File: config.mk
export PLATFORM = sky130hd
export DESIGN_NAME = control_unit
export DESIGN_NICKNAME = d
export VERILOG_FILES = /design/src/rtl/cu_pkg.sv /design/src/rtl/control_unit_edge_detect.sv /design/src/rtl/control_unit.sv
export SDC_FILE = /design/constraint.sdc
export NUM_CORES = 1
export LEC_CHECK = 0
export ABC_AREA = 1
export BUFFER_PORTS_ARGS = -buffer_cell sky130_fd_sc_hd__clkbuf_2
export CAP_MARGIN = 40
export CORE_AREA = 2 2 39 41
export DETAILED_ROUTE_END_ITERATION = 10
export DIE_AREA = 0 0 41 43
export PLACE_DENSITY = 0.51
export SLEW_MARGIN = 40
export SYNTH_ARGS = -nofsm -noshare
export SYNTH_HDL_FRONTEND = slang
export SYNTH_SLANG_ARGS = --single-unit
File: constraint.sdc
create_clock -name Clock -period 1.4 [get_ports Clock]
set_input_delay 0.21 -clock Clock [delete_from_list [all_inputs] [get_ports Clock]]
set_output_delay 0.21 -clock Clock [all_outputs]
set_load 0.02 [all_outputs]
File: src/rtl/cu_pkg.sv
// Shared definitions for the accumulator machine: controller state codes,
// opcode constants and A-input mux select codes.
package cu_pkg;

  // Controller states; execute states are 1 followed by the opcode.
  typedef enum logic [3:0] {
    ST_START  = 4'b0000,
    ST_FETCH  = 4'b0001,
    ST_DECODE = 4'b0010,
    ST_LOAD   = 4'b1000,
    ST_STORE  = 4'b1001,
    ST_ADD    = 4'b1010,
    ST_SUB    = 4'b1011,
    ST_INPUT  = 4'b1100,
    ST_JZ     = 4'b1101,
    ST_JPOS   = 4'b1110,
    ST_HALT   = 4'b1111
  } state_t;

  localparam logic [2:0] OP_LOAD  = 3'b000;
  localparam logic [2:0] OP_STORE = 3'b001;
  localparam logic [2:0] OP_ADD   = 3'b010;
  localparam logic [2:0] OP_SUB   = 3'b011;
  localparam logic [2:0] OP_IN    = 3'b100;
  localparam logic [2:0] OP_JZ    = 3'b101;
  localparam logic [2:0] OP_JPOS  = 3'b110;
  localparam logic [2:0] OP_HALT  = 3'b111;

  localparam logic [1:0] ASEL_ALU = 2'b00;
  localparam logic [1:0] ASEL_IN  = 2'b01;
  localparam logic [1:0] ASEL_MEM = 2'b10;

  // Execute state for an opcode: the encoding places the opcode under a leading 1.
  function automatic state_t exec_state(input logic [2:0] op);
    return state_t'({1'b1, op});
  endfunction

endpackage

File: src/rtl/control_unit_edge_detect.sv
// Registered rising-edge detector with synchronous active-high reset.
// The pulse is high in the first cycle the input is seen high.
module edge_detect (
  input  logic i_clk,
  input  logic i_rst,
  input  logic i_d,
  output logic o_pulse
);

  logic r_q;

  // Delay the input by one cycle so a held level produces a single pulse.
  always_ff @(posedge i_clk) begin
    if (i_rst) begin
      r_q <= 1'b0;
    end else begin
      r_q <= i_d;
    end
  end

  assign o_pulse = i_d & ~r_q;

endmodule

File: src/rtl/control_unit.sv
// Fetch/decode/execute controller for the 8-bit accumulator datapath.
// Outputs are decoded from the state register; only PCload in JZ/JPOS and
// Aload in INPUT depend on live inputs.
module control_unit
  import cu_pkg::*;
#(
  parameter int STATE_W = 4
) (
  input  logic               Clock,
  input  logic               Reset,
  input  logic [2:0]         IR,
  input  logic               Aeq0,
  input  logic               Apos,
  input  logic               Enter,
  output logic               IRload,
  output logic               JMPmux,
  output logic               PCload,
  output logic               Meminst,
  output logic               MemWr,
  output logic               Aload,
  output logic               Sub,
  output logic [1:0]         Asel,
  output logic               Halt,
  output logic [STATE_W-1:0] State
);

  state_t r_state;
  state_t w_next;
  logic   w_enter_pulse;

  edge_detect u_enter_edge (
    .i_clk   (Clock),
    .i_rst   (Reset),
    .i_d     (Enter),
    .o_pulse (w_enter_pulse)
  );

  // State register with synchronous reset back to START.
  always_ff @(posedge Clock) begin
    if (Reset) begin
      r_state <= ST_START;
    end else begin
      r_state <= w_next;
    end
  end

  // Next-state selection; HALT is only left through Reset.
  always_comb begin
    w_next = r_state;
    case (r_state)
      ST_START:  w_next = ST_FETCH;
      ST_FETCH:  w_next = ST_DECODE;
      ST_DECODE: w_next = exec_state(IR);
      ST_INPUT: begin
        if (w_enter_pulse) begin
          w_next = ST_FETCH;
        end else begin
          w_next = ST_INPUT;
        end
      end
      ST_HALT:   w_next = ST_HALT;
      ST_LOAD, ST_STORE, ST_ADD, ST_SUB, ST_JZ, ST_JPOS: w_next = ST_FETCH;
      default:   w_next = ST_START;
    endcase
  end

  // Datapath control decode per state; a pending Reset blocks the INPUT load.
  always_comb begin
    IRload  = 1'b0;
    JMPmux  = 1'b0;
    PCload  = 1'b0;
    Meminst = 1'b0;
    MemWr   = 1'b0;
    Aload   = 1'b0;
    Sub     = 1'b0;
    Asel    = ASEL_ALU;
    Halt    = 1'b0;
    case (r_state)
      ST_START: begin
      end
      ST_FETCH: begin
        IRload = 1'b1;
        PCload = 1'b1;
      end
      ST_DECODE: Meminst = 1'b1;
      ST_LOAD: begin
        Meminst = 1'b1;
        Asel    = ASEL_MEM;
        Aload   = 1'b1;
      end
      ST_STORE: begin
        Meminst = 1'b1;
        MemWr   = 1'b1;
      end
      ST_ADD: begin
        Meminst = 1'b1;
        Aload   = 1'b1;
      end
      ST_SUB: begin
        Meminst = 1'b1;
        Aload   = 1'b1;
        Sub     = 1'b1;
      end
      ST_INPUT: begin
        Asel  = ASEL_IN;
        Aload = w_enter_pulse & ~Reset;
      end
      ST_JZ: begin
        JMPmux = 1'b1;
        PCload = Aeq0;
      end
      ST_JPOS: begin
        JMPmux = 1'b1;
        PCload = Apos;
      end
      ST_HALT: Halt = 1'b1;
      default: begin
      end
    endcase
  end

  assign State = STATE_W'(r_state);

endmodule

* Word level (Yosys, flattened, before mapping)
Cells that the tools add are included.
** Operators by class
- Equality and inequality tests :: 10
- Multiplexer cells :: 11
- Bitwise operators :: 4
- Reduce and logical (&&, ||, !) cells :: 5
** Operators with widths (count)
- == test 4 bit, second input constant :: 8
- one-hot mux 4 bit (5 select lines) :: 1
- OR reduction 7 bit :: 1
- 2-to-1 mux 1 bit :: 6
- OR reduction 5 bit :: 1
- == test 4 x 1 -> 1 bit, second input constant :: 1
- == test 4 x 2 -> 1 bit, second input constant :: 1
- logical NOT 4 bit :: 1
- 2-to-1 mux 4 bit :: 1
- one-hot mux 2 bit (2 select lines) :: 1
- one-hot mux 1 bit (3 select lines) :: 1
- OR reduction 3 bit :: 1
- AND 1 bit :: 2
- inverter 1 bit :: 2
- one-hot mux 1 bit (2 select lines) :: 1
- OR reduction 2 bit :: 1
** Word-level totals
- Register bits :: 5
- Input port bits :: 8
- Output and inout bits :: 14
- Word-level logic and storage cells :: 32

* Logic depth before layout (Yosys ltp)
- Depth in word-level cells :: 4
- Depth in mapped cells :: 7
- Gate-level depth less buffers :: 7

* Cells and area by module
Synthesis repeated with hierarchy kept, for this count alone.
** Second synthesis, totals
- Cell total of the unflattened synthesis :: 60
- Area total of the unflattened synthesis :: 332.8 um^2
** By module, submodules not included
- control_unit :: instances 1, cells each 56, area each 301.5 um^2, sequential area each 80.1 um^2
- edge_detect :: instances 1, cells each 4, area each 31.3 um^2, sequential area each 20.0 um^2

* Least setup slack after synthesis
No wires, ideal clock.
- Kind :: register to output
- Start :: register r_state[3], in the netlist State[3]
- End :: output Aload
- Arrival time :: 1343 ps
- Required time :: 1190 ps
- Path slack :: -153 ps
- Cell stages (with the launch flop) :: 5
- Buffers on the path :: 0
- Path through :: dfxtp_1 > nand2_1 > nor2_1 > nand2_1 > o21ai_0
** On the way
- Longest elaborated chain between the ends :: 3
- Elaborated cells between the ends (all ways) :: 6
- Those cells by class :: 4 x eq/ne; 1 x mux; 1 x reduce/logical
** Ends and longest elaborated chain
- from (decl) :: RTL line control_unit.sv:27 : state_t r_state;
- from (signal assigned) :: RTL line control_unit.sv:43 : r_state <= w_next;
- == test 4 bit :: RTL line control_unit.sv:78 : case (r_state)
- OR reduction 3 bit (no source line)
- one-hot mux 1 bit (2 select lines) * :: RTL line control_unit.sv:78
- to (decl) :: RTL line control_unit.sv:20 : output logic Aload,
Every way passes the cells marked *; elsewhere a longest branch is shown, timed or not.

* Worst setup path after layout
- Start :: register r_state[0], in the netlist State[0]
- End :: output PCload
** On the way
- Longest elaborated chain between the ends :: 2
- Elaborated cells between the ends (all ways) :: 4
- Those cells by class :: 3 x eq/ne; 1 x mux
** Ends and longest elaborated chain
- == test 4 bit / == test 4 x 1 -> 1 bit (equally long branches) :: RTL line control_unit.sv:78
- one-hot mux 1 bit (3 select lines) * :: RTL line control_unit.sv:78
- to (decl) :: RTL line control_unit.sv:17 : output logic PCload,
Marks and branches as above.

==> results by group <==
Clock network
  – Clock slew at reported path FFs: 0.05 ns
  – CTS buffer count: 3
  – CTS max path bufs: 2
  – Clock sinks: 5
  – Post-CTS Hold Buffers: 0
  – CTS tree: yes
  – # H-tree levels: 1
  – Clock root buffer master: clkbuf_4
  – Latest clock arrival within the worst-skew pair: 0.24 ns

Global routing
  – GR Overflow Total: 0
  – Vias in the first global route: 398
  – Largest net degree at the start of global routing: 7
  – First-pass GRT wire length: 1.52 mm
  – Gr usage total: 13.1%
  – Initial antenna violation count: 0

Placed design
  – Number of cells after detailed placement: 99
  – Hpwl dp: 763 µm
  – Cell Area, Placed: 483 µm²
  – I/O Buffers: 21
  – Placer Congestion: 0.693

Power
  – Sw power: 0.243 mW
  – Combinational power share: 43.0%
  – Net Sw Frac: 39.1%
  – Clock power share: 27.1%
  – Worst vdd ir: 0.556 mV
  – PwrDens: 1010 mW/mm²
  – Share of power burned in registers: 29.9%
  – Leakage power: 0.379 nW
  – Internal power: 0.380 mW

Drt
  – DR vias: 444
  – DRT Pass-1 Iters: 4
  – Average wire per standard cell: 9.65 µm
  – Routed wire length: 1.02 mm
  – DRT iter0 DRCs: 12
  – Post-route ant nets: 0
  – DRC errors left: 0
  – Vias per cell: 4.19

Worst hold path
  – Hold crit path type: in2reg

Floorplanning
  – Die extent in x: 41 µm
  – Rows: 14
  – Die ar.: 0.00176 mm²
  – Starting density of the core: 24.7%
  – # IOs: 22
  – Die height: 43 µm
  – Total core area: 0.00138 mm²

Yosys
  – Synth area leader: dfxtp_1
  – Netlist cell types: 11
  – Yosys reg bits: 5
  – Cells after Synth: 61
  – Top cells by area, synth: dfxtp_1 (29%), nand2_1 (18%), inv_1 (13%)
  – Synth Net Count: 69
  – Syn. warnings: 0
  – Mapped Avg Cell Area: 5.60 µm²
  – Area of the mapped netlist: 342 µm²
  – Seq/Total Area, Yosys: 29.3%
  – Share of the synthesized area in the top cell type: 29.3%

Timing
  – Final worst slack: -0.00255 ns
  – Final hold violation count: 0
  – Fmax: 713 MHz
  – Final Cycle Share: 100%
  – Endpoints failing setup: 1
  – Final setup TNS: -0.00255 ns
  – Final setup skew: 0.000999 ns
  – Worst-Margin Slew: 0.168 ns
  – Final Max Slew Viols: 0
  – Min Tclk post-route: 1.40 ns
  – Worst slew margin relative to its limit: 88.8%
  – Unrepaired setup endpoints after global routing: true
  – Hold_ws: 0.173 ns

Finish
  – Register area: 115 µm²
  – Final non-filler cell total: 106
  – Share of cells above drive strength 1: 52.2%
  – FILL cells: 156
  – Nets: 99
  – Inserted Diodes: 0
  – Area grow syn2layout: 81.3%
  – Area of the multi-input gates: 243 µm²
  – Most common cell after layout, fill and taps aside: clkbuf_2
  – Final core occ: 44.8%
  – Most frequent cells in the layout: clkbuf_2 (16), nand2_1 (14), inv_1 (10), nor2_1 (8)
  – Design area: 619 µm²

Worst setup path
  – Worst Setup End Kind: output pin
  – Critical Path RT: 1.19 ns
  – Worst Setup Start Kind: flip-flop
  – Critical path class: reg2out
  – Arr. time, crit path: 1.19 ns
  – Worst-path fanout max: 4

Flow run
  – Max Cap Viol: 0

Outcome
  – Failing checks: negative setup slack
  – Status: finished with violations
## worst paths after layout
kind | startpoint | endpoint | slack, ns | depth (start not counted)
worst max-delay path | State[0]$_SDFF_PP0_ | PCload | -0.003 | 5
worst min-delay path | Enter | u_enter_edge.r_q$_SDFF_PP0_ | 0.17 | 3
worst max register to register | State[0]$_SDFF_PP0_ | State[1]$_SDFF_PP0_ | 0.35 | 7
worst min register to register | State[3]$_SDFF_PP0_ | State[0]$_SDFF_PP0_ | 0.61 | 4
## stage by stage
step / power (mW) / worst slack [ns]
after floorplan: 0.309 / 0.0266
after global placement: 0.376 / 0.0252
after detailed placement: 0.377 / 0.0503
after CTS: 0.602 / -0.00999
after global routing: 0.669 / -0.0536
final: 0.623 / -0.00255
## area by class of cell
type | instances | area share, %
Tap cell | 16 | 3.23
Multi-Input combinational cell | 42 | 39.2
Clock buffer | 4 | 4.24
Inverter | 14 | 8.89
Timing Repair Buffer | 25 | 25.9
Sequential cell | 5 | 18.6
## worst max-delay path: stages (launching register included)
cell and delay [ns]:
dfxtp_4 0.36, buf_6 0.13, nor3_4 0.17, nand2_1 0.08, nand3_2 0.09, buf_8 0.11
## repair_timing
item / CTS / global route
pin swaps: 2 / 5
endpoints found under the setup margin: 4 / 6
buffers inserted: 1 / 2
gates cloned: 0 / 0
resized for setup: 19 / 13
## power groups by stage
stage               combinational, mW  sequential (mW)  clock [mW]
floorplan                       0.117            0.192           0
global placement                0.199            0.177           0
detailed placement              0.200            0.177           0
CTS                             0.241            0.185       0.175
global route                    0.294            0.189       0.185
finish                          0.268            0.187       0.169
## synth_stat cells
library cell   n
dfxtp_1        5
inv_1         12
inv_2          2
nand2_1       16
nand3_1        6
nand4_1        1
nor2_1         9
nor2_2         6
nor3_1         2
o21ai_0        1
or2_1          1
## routing by layer
layer | global-route usage [%] | vias up | part of all wire [%] | wire (µm)
met3 | 1.57 | 2 | 8.2 | 84
met2 | 19.1 | 20 | 47 | 479
met1 | 15.4 | 180 | 44 | 448
met4 | 12.0 | 0 | 1.1 | 11
li1 | - | 242 | - | -
met5 | 0 | - | 0 | 0
## registers in the layout, indices dropped and copies added (netlist names)
register / flops
State: 4
u_enter_edge.r_q: 1
## kinds of logic (layout without fill, tap and decap cells)
| kind of cell | after synthesis | in the layout | share of synthesized area [%] |
|---|---|---|---|
| buf+inv | 14 | 43 | 15.4 |
| compound gates | 1 | 1 | 1.46 |
| flops | 5 | 5 | 29.3 |
| simple gates | 41 | 41 | 53.9 |
Note: power is estimated with default switching activity, not from simulation.
